File: src/rtl/score_pkg.sv
// Shared types and constants for the BCD score keeper.
package score_pkg;

   typedef enum logic {PLAY, GAME_OVER} state_t;

   localparam int BCD_W = 4;

   // Elaboration-time helper: binary value to packed BCD, units digit in the low nibble.
   function automatic logic [4*BCD_W-1:0] to_bcd(int value, int digits);
      logic [4*BCD_W-1:0] res;
      int rem;
      res = '0;
      rem = value;
      for (int i = 0; i < 4; i++) begin
         if (i < digits) begin
            res[i*BCD_W +: BCD_W] = 4'(rem % 10);
            rem = rem / 10;
         end
      end
      return res;
   endfunction

endpackage

File: src/rtl/bcd_counter.sv
// One player's saturating BCD score; updates 1 cycle after inc, clr wins over inc.
// nxt exposes the post-increment value so the parent can compare before the edge.
module bcd_counter
   import score_pkg::*;
#(
   parameter int DIGITS = 2
) (
   input  logic                      clk,
   input  logic                      reset,
   input  logic                      clr,
   input  logic                      inc,
   output logic [DIGITS*BCD_W-1:0]   bcd,
   output logic [DIGITS*BCD_W-1:0]   nxt,
   output logic                      at_max
);

   logic carry;

   always_comb begin
      at_max = 1'b1;
      nxt    = bcd;
      carry  = 1'b1;
      for (int d = 0; d < DIGITS; d++) begin
         if (bcd[d*BCD_W +: BCD_W] != 4'd9)
            at_max = 1'b0;
         if (carry) begin
            if (bcd[d*BCD_W +: BCD_W] == 4'd9) begin
               nxt[d*BCD_W +: BCD_W] = 4'd0;
            end else begin
               nxt[d*BCD_W +: BCD_W] = bcd[d*BCD_W +: BCD_W] + 4'd1;
               carry = 1'b0;
            end
         end
      end
      // All nines would wrap to zero; hold instead.
      if (at_max)
         nxt = bcd;
   end

   always_ff @(posedge clk or posedge reset) begin
      if (reset)
         bcd <= '0;
      else if (clr)
         bcd <= '0;
      else if (inc)
         bcd <= nxt;
   end

endmodule

File: src/rtl/score_keeper.sv
// Multi-player BCD score keeper with edge-detected point requests and win detection.
// Latency 1 cycle, all outputs registered; no backpressure, a win freezes scoring until clear.
module score_keeper
   import score_pkg::*;
#(
   parameter int NUM_PLAYERS = 2,
   parameter int DIGITS      = 2,
   parameter int WIN_SCORE   = 11,
   localparam int WID        = (NUM_PLAYERS > 2) ? $clog2(NUM_PLAYERS) : 1
) (
   input  logic                                 clk,
   input  logic                                 reset,
   input  logic                                 clear,
   input  logic [NUM_PLAYERS-1:0]               score_in,
   output logic [NUM_PLAYERS*DIGITS*BCD_W-1:0]  score_bcd,
   output logic [NUM_PLAYERS-1:0]               point_strobe,
   output logic                                 game_over,
   output logic [WID-1:0]                       winner_id
);

   localparam logic [4*BCD_W-1:0]      WIN_BCD_FULL = to_bcd(WIN_SCORE, DIGITS);
   localparam logic [DIGITS*BCD_W-1:0] WIN_BCD      = WIN_BCD_FULL[DIGITS*BCD_W-1:0];

   state_t                                   state;
   logic [NUM_PLAYERS-1:0]                   score_prev;
   logic [NUM_PLAYERS-1:0]                   accept;
   logic [NUM_PLAYERS-1:0]                   win_hit;
   logic [NUM_PLAYERS-1:0]                   at_max;
   logic [NUM_PLAYERS-1:0][DIGITS*BCD_W-1:0] nxt_bus;
   logic [WID-1:0]                           win_idx;

   assign accept = score_in & ~score_prev & {NUM_PLAYERS{(state == PLAY) && !clear}};

   for (genvar p = 0; p < NUM_PLAYERS; p++) begin : g_player
      bcd_counter #(.DIGITS(DIGITS)) u_cnt (
         .clk    (clk),
         .reset  (reset),
         .clr    (clear),
         .inc    (accept[p]),
         .bcd    (score_bcd[p*DIGITS*BCD_W +: DIGITS*BCD_W]),
         .nxt    (nxt_bus[p]),
         .at_max (at_max[p])
      );
   end

   // A saturated counter produces no new value, so it cannot newly reach the target.
   always_comb begin
      win_hit = '0;
      win_idx = '0;
      for (int p = 0; p < NUM_PLAYERS; p++)
         win_hit[p] = (WIN_SCORE != 0) && accept[p] && !at_max[p] && (nxt_bus[p] == WIN_BCD);
      for (int p = NUM_PLAYERS - 1; p >= 0; p--)
         if (win_hit[p])
            win_idx = WID'(p);
   end

   always_ff @(posedge clk or posedge reset) begin
      if (reset) begin
         state        <= PLAY;
         score_prev   <= '0;
         point_strobe <= '0;
         game_over    <= 1'b0;
         winner_id    <= '0;
      end else begin
         score_prev   <= score_in;
         point_strobe <= accept;
         if (clear) begin
            state     <= PLAY;
            game_over <= 1'b0;
            winner_id <= '0;
         end else if ((state == PLAY) && (|win_hit)) begin
            state     <= GAME_OVER;
            game_over <= 1'b1;
            winner_id <= win_idx;
         end
      end
   end

endmodule

File: config.mk
export PLATFORM = sky130hd
export DESIGN_NAME = score_keeper
export DESIGN_NICKNAME = d
export VERILOG_FILES = /design/src/rtl/score_pkg.sv /design/src/rtl/bcd_counter.sv /design/src/rtl/score_keeper.sv
export SDC_FILE = /design/constraint.sdc
export NUM_CORES = 1
export LEC_CHECK = 0
export ABC_AREA = 0
export BUFFER_PORTS_ARGS = -buffer_cell sky130_fd_sc_hd__buf_4
export CAP_MARGIN = 20
export CORE_AREA = 5 5 61 63
export CTS_CLUSTER_DIAMETER = 120
export DETAILED_ROUTE_END_ITERATION = 10
export DIE_AREA = 0 0 66 68
export PLACE_DENSITY = 0.72
export SYNTH_ARGS = -nofsm -noshare
export SYNTH_HDL_FRONTEND = slang
export SYNTH_HIERARCHICAL = 1
export SYNTH_SLANG_ARGS = --single-unit
File: constraint.sdc
create_clock -name clk -period 3.6 [get_ports clk]
set_clock_uncertainty 0.2 [all_clocks]
set_input_delay 1.08 -clock clk [delete_from_list [all_inputs] [get_ports clk]]
set_output_delay 1.08 -clock clk [all_outputs]
set_load 0.005 [all_outputs]
# Word level (Yosys, flattened, before mapping)
# Cells that the tools add are included.
# totals
wordCells	61
out_inout_bits	20
input_bits	5
reg_bits	22
# op_classes
eq_ne	10
bitwise_logic	4
addsub	4
n_reduce_logical	13
muxes	24
# ops
operator	n
$mux W8	6
$mux W4	6
$add A4 B1 Y4 const B	4
$eq A4 B4 Y1 const B	4
$eq A8 B5 Y1 const B	2
$ne A4 B4 Y1 const B	4
$mux W1	12
$logic_and A1 B1 Y1	6
$reduce_bool A2 Y1	3
$and A2 B2 Y2	2
$logic_not A1 Y1	3
$not A2 Y2	1
$reduce_or A2 Y1	1
$not A1 Y1	1

# Depth between registers and ports, before layout
# Gate-level depths: netlist (run 1).
# logic_depth
ltp_word	10
depth_mapped	8
ltp_nobuf	6

# Modules after synthesis
# The synthesis (run 1) kept the hierarchy.
# modules_own_cells
module	area_per_inst_um2	seq_area_each_um2	cells_per_inst	n_inst
bcd_counter	598.1	200.2	65	2
score_keeper	262.8	150.1	21	1

# Worst setup path after synthesis (run 1)
# OpenSTA, ideal clock, no wires.
# synth_path
path_kind	input-to-reg
from	in clear
to	reg g_player[0].u_cnt.bcd[7]
path_slack_ns	1.011
t_arrival_ns	2.311
n_path_buf	1
t_required_ns	3.323
setup_ns	0.077
path_stages	5
path_cell_list	nor4b_2 > buf_6 > nand4b_4 > or4_1 > a21oi_1
# synth_via
elab_chain_cells	4
word_cells_on_any_way	5
cone_classes	1 x mux; 1 x bitwise; 3 x reduce/logical
# synth_lines
element	line_no	text
start: declaration	score_keeper.sv:13	input logic clear,
$logic_not A1 Y1	score_keeper.sv:32	assign accept = score_in & ~score_prev & {NUM_PLAYERS{(state == PLAY) && !clear}};
$logic_and A1 B1 Y1	score_keeper.sv:32	
$and A2 B2 Y2	score_keeper.sv:32	
$reduce_bool A2 Y1 (no source line)	-	
end signal: assignment	bcd_counter.sv:46	bcd <= nxt;
end: declaration	bcd_counter.sv:12	output logic [DIGITS*BCD_W-1:0] bcd,
# Parallel ways exist; a longest one is shown, timed or not.
# A chain may end at the register's enable or synchronous reset.

# Final worst setup path (run 1)
# layout_path
from	in clear
to	reg g_player[1].u_cnt.bcd[7]
# layout_via
elab_chain_cells	4
word_cells_on_any_way	5
cone_classes	1 x mux; 1 x bitwise; 3 x reduce/logical
# layout_lines
element	line_no	text
$logic_not A1 Y1	score_keeper.sv:32	
$logic_and A1 B1 Y1	score_keeper.sv:32	
$and A2 B2 Y2	score_keeper.sv:32	
via accept[1]	score_keeper.sv:26	logic [NUM_PLAYERS-1:0] accept;
$reduce_bool A2 Y1 (no source line)	-	
end signal: assignment	bcd_counter.sv:46	
end: declaration	bcd_counter.sv:12	
# The timed path passes the listed nets, and every way through them passes these cells.

==> PnR_summary.wiki, run 1 <==
{| class="wikitable"
! Metric !! Value
|-
| Synthesized-area fraction occupied by and/or/nand/nor cells || 31.5%
|-
| Gate Count Post-Synth || 151
|-
| Yosys synthesis warning count || 6
|-
| Clk sink count || 22
|-
| Hold-fix buffer count after cts || 0
|-
| Maximum Capacitance Violations || 0
|-
| Post-Route Setup TNS || 0 ns
|-
| Highest-count cells in the layout ignoring fill and taps || 26 x buf_4, 22 x dfrtp_1, 12 x inv_1, 12 x a21oi_1, 12 x nand2_1
|-
| Final Net Count || 179
|-
| Post-CTS Repair Setup Buffers || 0
|-
| Fraction of synthesized cell area in xor and xnor cells || 4.80%
|-
| Compound-cell area share of the yosys netlist || 17.2%
|-
| Number of violations reported at the end of detailed-routing iteration 0 || 70
|-
| Post-route fraction of the period consumed by the critical path || 68.9%
|-
| Clock H-tree levels || 1
|-
| Type of origin of the critical path || input port
|-
| Predominant post-synthesis flop cell || dfrtp_1
|-
| Post-synthesis share of cell area spent on full adders, half adders and majority gates || 0%
|-
| Fraction of registers with async set/reset || 100%
|-
| Placed insts || 215
|-
| Mux cell area share after synthesis || 0%
|-
| Die width || 66 microns
|-
| Master cell of the clock root buffer || clkbuf_4
|-
| # DRC || 0
|-
| Distinct cell type count of the synthesized netlist || 33
|-
| Detail-routed via count per cell || 5.53
|-
| Setup repair after global routing missed its margin || no
|-
| Count of standard-cell rows || 21
|-
| Combined area of all synthesized cells || 0.00146 sq mm
|-
| Syn_area_per_cell || 9.66 sq um
|-
| Maximum clock frequency || 0.403 GHz
|-
| Main combinational cell family by area after synthesis || simple AND/OR/NAND/NOR gates
|-
| Layout cells sized above 1 || 24.9%
|-
| Die Y || 68 microns
|-
| Initial antenna violation count || 0
|-
| # diodes || 0
|-
| Maximum buffer depth of the clock tree || 2
|-
| Sequential share of the synthesized area || 37.7%
|-
| Clock-pin slew of the registers on the worst-case setup and hold paths || 0.13 ns
|-
| Number of ports placed on the die boundary || 25
|-
| All-Layer GR Usage || 15.0%
|-
| Class of the tightest hold or removal check || flop to flop
|-
| Wire length of the first global-routing pass || 5.26 mm
|-
| Leak pwr || 0.777 nW
|-
| Maximum number of pins on one net before global-route repair || 21
|-
| Clock period minus worst slack || 2.48 ns
|-
| Initial Utilization || 45.9%
|-
| Leading cell type in the layout, fill and taps excluded || buf_4
|-
| HPWL Detailed || 2.28 mm
|-
| Routability congestion estimate || 0.845
|-
| Overflow left after global routing || 0
|-
| Number of buffers inserted during clock tree synthesis || 3
|-
| Port-buffer cells || 24
|-
| Count of flip-flops with a built-in enable after synthesis || 0
|-
| Power density relative to cell area || 299 mW/mm^2
|-
| Final antenna-violating net count || 0
|-
| Total Die Area || 0.00449 sq mm
|-
| Worst setup path category || input port to flop
|-
| Routed wire length || 3.19 mm
|-
| Outcome || finished, final reports clean
|-
| Clock latency on the worst-skew pair || 0.31 ns
|-
| Non-filler instance count after layout || 219
|-
| Biggest fanout along the worst timing path || 20
|-
| Routed vias || 1210
|-
| Routed wire per std cell || 14.6 microns
|-
| Arrival time at the worst endpoint || 2.52 ns
|-
| Via count of the first global-routing pass || 1141
|-
| Clock tree from TritonCTS || done
|-
| Maximum VDD drop || 110 uV
|-
| Type of element capturing the critical path || flop
|-
| Synthesized Nets || 156
|-
| Required time at the worst-slack endpoint || 3.64 ns
|-
| Flip-flop and latch count after synthesis || 22
|-
| Core footprint || 0.00318 sq mm
|-
| Worst Max-Slew Pin Slew || 0.391 ns
|-
| Final number of max-transition violations || 0
|-
| Layout overhead on the synthesized area || 15.3%
|-
| Worst relative slew slack || 73.9%
|-
| Final hold vios || 0
|-
| DRT Pass-1 Iters || 4
|-
| Number of failing setup endpoints in the final timing report || 0
|-
| Post-cts repair resize count || 0
|}
==> report_power, final <==
group,leakage (nW),switching (mW),total (mW),internal [mW]
Sequential,0.299,0.00964,0.262,0.252
Clock,0.0279,0.0811,0.194,0.112
Combinational,0.449,0.0256,0.0465,0.0209
Total,0.777,0.116,0.502,0.386
==> cell families after synthesis <==
logic type      Yosys count
simple gates             63
compound gates           38
flops                    22
buf+inv                  20
xor+xnor                  8
==> cells in the mapped netlist (2+ instances only) <==
library cell,instances,area share (%)
nor3b_1,2,1.0
nor2b_1,2,0.86
a41oi_1,2,1.2
o31ai_1,4,2.1
buf_4,2,1.0
and2b_1,2,1.0
a31o_2,2,1.2
and4bb_2,2,1.7
nand2b_4,2,1.9
nand4_1,4,1.7
o21bai_1,4,2.1
a31oi_1,3,1.3
nor2_1,10,2.6
nand4b_4,2,3.3
a21oi_1,12,4.1
a21o_1,2,1.0
buf_6,6,4.6
xor2_1,2,1.2
xnor2_1,6,3.6
o21ai_0,4,1.4
nand3_1,8,2.7
a311oi_1,4,2.4
or4_1,6,3.1
nand3b_1,2,1.0
inv_1,12,3.1
and4bb_1,2,1.7
nand2_1,12,3.1
dfrtp_1,22,38
nor2b_4,2,1.9
nor4b_1,2,1.2
nor4b_2,2,2.1
==> final timing paths <==
path / to / start / cells after the start / slack (ns)
max: g_player[1].u_cnt/bcd[7]$_DFFE_PP0P_ / clear / 5 / 1.12
min: winner_id$_DFFE_PP0P_ / winner_id$_DFFE_PP0P_ / 2 / 0.37
max reg2reg: winner_id$_DFFE_PP0P_ / g_player[0].u_cnt/bcd[0]$_DFFE_PP0P_ / 6 / 1.28
min reg2reg: winner_id$_DFFE_PP0P_ / winner_id$_DFFE_PP0P_ / 2 / 0.37
max in group asynchronous: g_player[1].u_cnt/bcd[7]$_DFFE_PP0P_ / reset / 2 / 2.41
min in group asynchronous: point_strobe[0]$_DFF_PP0_ / reset / 2 / 0.48
==> per-layer routing <==
metal | part of all wire, % | up-vias | GRT usage [%]
li1 | - | 594 | -
met4 | 1.0 | 0 | 5.58
met3 | 3.3 | 2 | 1.97
met1 | 42 | 588 | 18.2
met2 | 53 | 26 | 27.2
met5 | 0 | - | 0
==> critical path, cell delays in order <==
cell,delay [ns]
buf_4,0.18
nor4b_2,0.41
nand4b_4,0.17
or4_1,0.50
a21oi_1,0.17
==> flip-flops by register name (all words and copies together), names as in the netlist <==
name,cells
state,1
score_prev,2
winner_id,1
point_strobe,2
g_player.u_cnt/bcd,16
==> stage by stage <==
stage               setup slack [ns]  util, %  area [sq um]  total power [mW]  hold WS, ns
finish                          1.12     52.9          1680             0.502        0.366
global route                    1.03     52.9          1680             0.523        0.402
CTS                             1.14     52.9          1680             0.507        0.372
detailed placement             0.799     51.2          1630             0.313        0.354
global placement               0.853     51.2          1630             0.312        0.343
floorplan                       1.01        -          1460             0.295        0.221
==> cell type report <==
type                    count  area (sq um)
fillers                   294          1500
multi-input cells         109           781
flip-flops and latches     22           551
repair buffers             26           195
well taps                  46          57.6
inverters                  12          45.0
clock inverters             1          30.0
clock buffers               3          22.5
(Power assumes the default switching activity.)
==> inputs of run 2 (changes only) <==
ABC_AREA = 1   (was 0)
CORE_AREA = 5 5 59 61   (was 5 5 61 63)
DIE_AREA = 0 0 64 66   (was 0 0 66 68)
PLACE_DENSITY = 0.74   (was 0.72)
clock period = 2.55 ns   (was 3.6 ns; I/O delays follow)
==> run 2 against run 1 <==
- global-route usage rose by 0.18 points
- core utilization is 4.6 points higher
- setup slack lost 0.51 ns
- clock power grew 39%
- critical endpoint is now score_bcd[0]
- critical path type is now flop to output port
- final area rose by 0.15%
- highest routed layer is now met3
==> PnR_summary.wiki, run 2 <==
{| class="wikitable"
! Metric !! Value
|-
| Arrival time at the worst endpoint || 0.98 ns (-1.54 ns)
|-
| Hold-fix buffer count after cts || 0 (unchanged)
|-
| Largest delay share family, worst path || flip-flops
|-
| DRT Pass-1 Iters || 4 (unchanged)
|-
| Number of failing setup endpoints in the final timing report || 0 (unchanged)
|-
| Final Net Count || 249 (+39%)
|-
| Total power || 686 uW (+37%)
|-
| Filler cell count || 297 (+1.0%)
|-
| Register-to-register path setup slack || 0.71 ns (-0.57 ns)
|-
| Cell with the largest stage delay on the worst path || dfrtp_1
|-
| Total Die Area || 0.00422 sq mm (-5.9%)
|-
| Class of the tightest hold or removal check || input port to async pin
|-
| Leading cell type in the layout, fill and taps excluded || nand2_1
|-
| Clock tree from TritonCTS || done
|-
| Core footprint || 0.00293 sq mm (-7.9%)
|-
| Maximum buffer depth of the clock tree || 2 (unchanged)
|-
| Hold Worst Slack || 0.153 ns (-0.213 ns)
|-
| Distinct cell type count of the synthesized netlist || 18 (-45%)
|-
| Syn_area_per_cell || 6.55 sq um (-32%)
|-
| Leak pwr || 1.01 nW (+30%)
|-
| Clock latency on the worst-skew pair || 0.32 ns (about the same)
|-
| Gate Count Post-Synth || 213 (+41%)
|-
| Sequential share of the synthesized area || 39.5% (+1.7 points)
|-
| Flip-flop count of the largest register after layout || 16 (unchanged)
|-
| Final number of max-transition violations || 0 (unchanged)
|-
| Clock-pin slew of the registers on the worst-case setup and hold paths || 0.14 ns (about the same)
|-
| Synth top area share || 39.5% (+1.7 points)
|-
| Worst-case reg-to-reg path depth || 11 (+5)
|-
| Overflow left after global routing || 0 (unchanged)
|-
| Clk sink count || 22 (unchanged)
|-
| Count of flip-flops with a built-in enable after synthesis || 0 (unchanged)
|-
| Non-filler instance count after layout || 276 (+26%)
|-
| Wire length of the first global-routing pass || 5.25 mm (-0.13%)
|-
| Post-Route Setup TNS || 0 ns (unchanged)
|-
| Final hold vios || 0 (unchanged)
|-
| Clock H-tree levels || 1 (unchanged)
|-
| Final antenna-violating net count || 0 (unchanged)
|-
| Placed insts || 272 (+27%)
|-
| Layout cells sized above 1 || 19.8% (-5.1 points)
|-
| Largest register by flop count || g_player.u_cnt/bcd
|-
| Detail-routed via count per cell || 4.66 (-16%)
|-
| Master cell of the clock root buffer || clkbuf_4
|-
| Placed cell area || 0.00163 sq mm (+0.15%)
|-
| Combined area of all synthesized cells || 0.00140 sq mm (-4.4%)
|-
| Type of origin of the critical path || flop
|-
| Count of standard-cell rows || 20 (-4.8%)
|-
| Worst setup path category || flop to output port
|-
| Setup repair after global routing missed its margin || no
|-
| Number of violations reported at the end of detailed-routing iteration 0 || 45 (-36%)
|-
| Routed wire length || 3.01 mm (-5.8%)
|-
| Post-Layout Inst Area || 0.00168 sq mm (+0.15%)
|-
| Post-cts repair resize count || 0 (unchanged)
|-
| Largest area contributor in the netlist || dfrtp_1
|-
| R2r startpoint || g_player[0].u_cnt/bcd[2]$_DFFE_PP0P_
|-
| Power density relative to cell area || 407 mW/mm^2 (+36%)
|-
| All-Layer GR Usage || 15.2% (+0.18 points)
|-
| Port-buffer cells || 24 (unchanged)
|-
| Required time at the worst-slack endpoint || 1.59 ns (-2.05 ns)
|-
| Clock period minus worst slack || 1.94 ns
|-
| Yosys synthesis warning count || 6 (unchanged)
|-
| Leading post-synthesis cells by cell area || dfrtp_1 39%, nand2_1 20%, inv_1 12%
|-
| Most numerous cell types in the synthesized netlist || 73 x nand2_1, 43 x inv_1, 28 x nor2_1
|-
| CP max stage delay || 0.51 ns (about the same)
|-
| HPWL Detailed || 2.35 mm (+3.4%)
|-
| Highest-count cells in the layout ignoring fill and taps || 73 x nand2_1, 43 x inv_1, 28 x nor2_1
|-
| Number of ports placed on the die boundary || 25 (unchanged)
|-
| Initial antenna violation count || 0 (unchanged)
|-
| Biggest fanout along the worst timing path || 8 (-60%)
|-
| Number of buffers inserted during clock tree synthesis || 3 (unchanged)
|-
| Die width || 64 microns (-3.0%)
|-
| Critical Path Start || g_player[0].u_cnt/bcd[0]$_DFFE_PP0P_
|-
| Via count of the first global-routing pass || 1198 (+5.0%)
|-
| Flip-flop and latch count after synthesis || 22 (unchanged)
|-
| Maximum Capacitance Violations || 0 (unchanged)
|-
| List of cells traversed by the critical path || buf_4
|-
| # DRC || 0 (unchanged)
|-
| Predominant post-synthesis flop cell || dfrtp_1
|-
| Post-route fraction of the period consumed by the critical path || 76.1%
|-
| Maximum clock frequency || 0.515 GHz
|-
| Worst relative slew slack || 72.0% (-1.9 points)
|-
| Worst Max-Slew Pin Slew || 0.419 ns (+0.0277 ns)
|-
| # diodes || 0 (unchanged)
|-
| Biggest registers after layout || g_player.u_cnt/bcd: 16 flops, point_strobe: 2 flops, score_prev: 2 flops
|-
| Cell with the most instances after synthesis || nand2_1
|-
| Post-CTS Repair Setup Buffers || 0 (unchanged)
|-
| Initial Utilization || 47.6% (+1.8 points)
|-
| Fraction of registers with async set/reset || 100% (unchanged)
|-
| Endpoint of the most critical register-to-register path || winner_id$_DFFE_PP0P_
|-
| Capture point of the worst path || score_bcd[0]
|-
| Routed vias || 1287 (+6.4%)
|-
| Logic depth of the worst path, buffers included || 1 (-4)
|-
| Maximum VDD drop || 432 uV (+290%)
|-
| Type of element capturing the critical path || output port
|-
| Routability congestion estimate || 0.825 (-2.3%)
|-
| Routed wire per std cell || 10.9 microns (-25%)
|-
| Die Y || 66 microns (-2.9%)
|-
| Critical path buffer and inverter count || 1 (unchanged)
|-
| Outcome || finished, final reports clean
|-
| Maximum number of pins on one net before global-route repair || 14 (-33%)
|-
| Synthesized Nets || 218 (+40%)
|-
| Layout overhead on the synthesized area || 20.7%
|}
[run 2: cell types whose count changed in the layout (fill, tap and decap cells not counted), moves of 6 or more]
cell,before,now
or4_1,6,0
xnor2_1,6,0
nand2_2,0,8
nand2_1,12,73
inv_1,12,43
nor2_1,10,28
a21oi_1,12,1
[run 2: power breakdown]
part | internal [mW] | switching (mW) | total, mW
Sequential | 0.354 | 0.00500 | 0.359
Combinational | 0.0210 | 0.0363 | 0.0573
Clock | 0.159 | 0.111 | 0.270
Total | 0.534 | 0.152 | 0.686
[run 2: layer usage]
layer / track usage [%] / share of wire, %
met2: 22.7 / 42
met3: 3.57 / 5.7
met1: 22.6 / 52
met4: 2.08 / 0
met5: 0 / 0
[run 2: worst register-to-register path: stages, from the launching register on]
cell and delay, ns:
dfrtp_1 0.44, inv_1 0.13, nand2_2 0.11, nor2_8 0.18, inv_2 0.06, nand2_1 0.06
nand2_1 0.06, nand2_2 0.08, nor3b_1 0.19, nand2_1 0.08, nor2_1 0.11, a21oi_1 0.05
[run 2: worst min-delay path by stage]
stage / start / endpoint / slack, ns / cells past startpoint
after detailed placement: score_prev[0]$_DFF_PP0_ / point_strobe[0]$_DFF_PP0_ / 0.32 / 3
after global placement: score_prev[0]$_DFF_PP0_ / point_strobe[0]$_DFF_PP0_ / 0.32 / 3
final: reset / point_strobe[1]$_DFF_PP0_ / 0.15 / 2
after global routing: reset / point_strobe[1]$_DFF_PP0_ / 0.16 / 2
after floorplan: score_prev[0]$_DFF_PP0_ / point_strobe[0]$_DFF_PP0_ / 0.29 / 3
after CTS: reset / point_strobe[1]$_DFF_PP0_ / 0.15 / 2
[run 2: layout make-up]
class,count,area (sq um),area share [%]
clock inverter,1,30.0,1.78
timing repair buffer,26,195,11.6
clock buffer,3,22.5,1.34
tap,33,41.3,2.45
multi-input combinational,146,676,40.1
sequential,22,551,32.7
inverter,45,169,10.0
[run 2: metrics by stage]
stage                     util (%)  setup slack (ns)
after floorplan                  -             0.711
after global placement        55.7             0.448
after detailed placement      55.7             0.396
after CTS                     57.5             0.604
after global routing          57.5             0.481
final                         57.5             0.609
[run 2: kinds of logic after synthesis]
family | after synthesis | share of synthesized area [%]
AO/OA/AOI/OAI | 14 | 5.92
buffers and inverters | 45 | 12.1
flip-flops | 22 | 39.5
AND/OR/NAND/NOR | 132 | 42.5
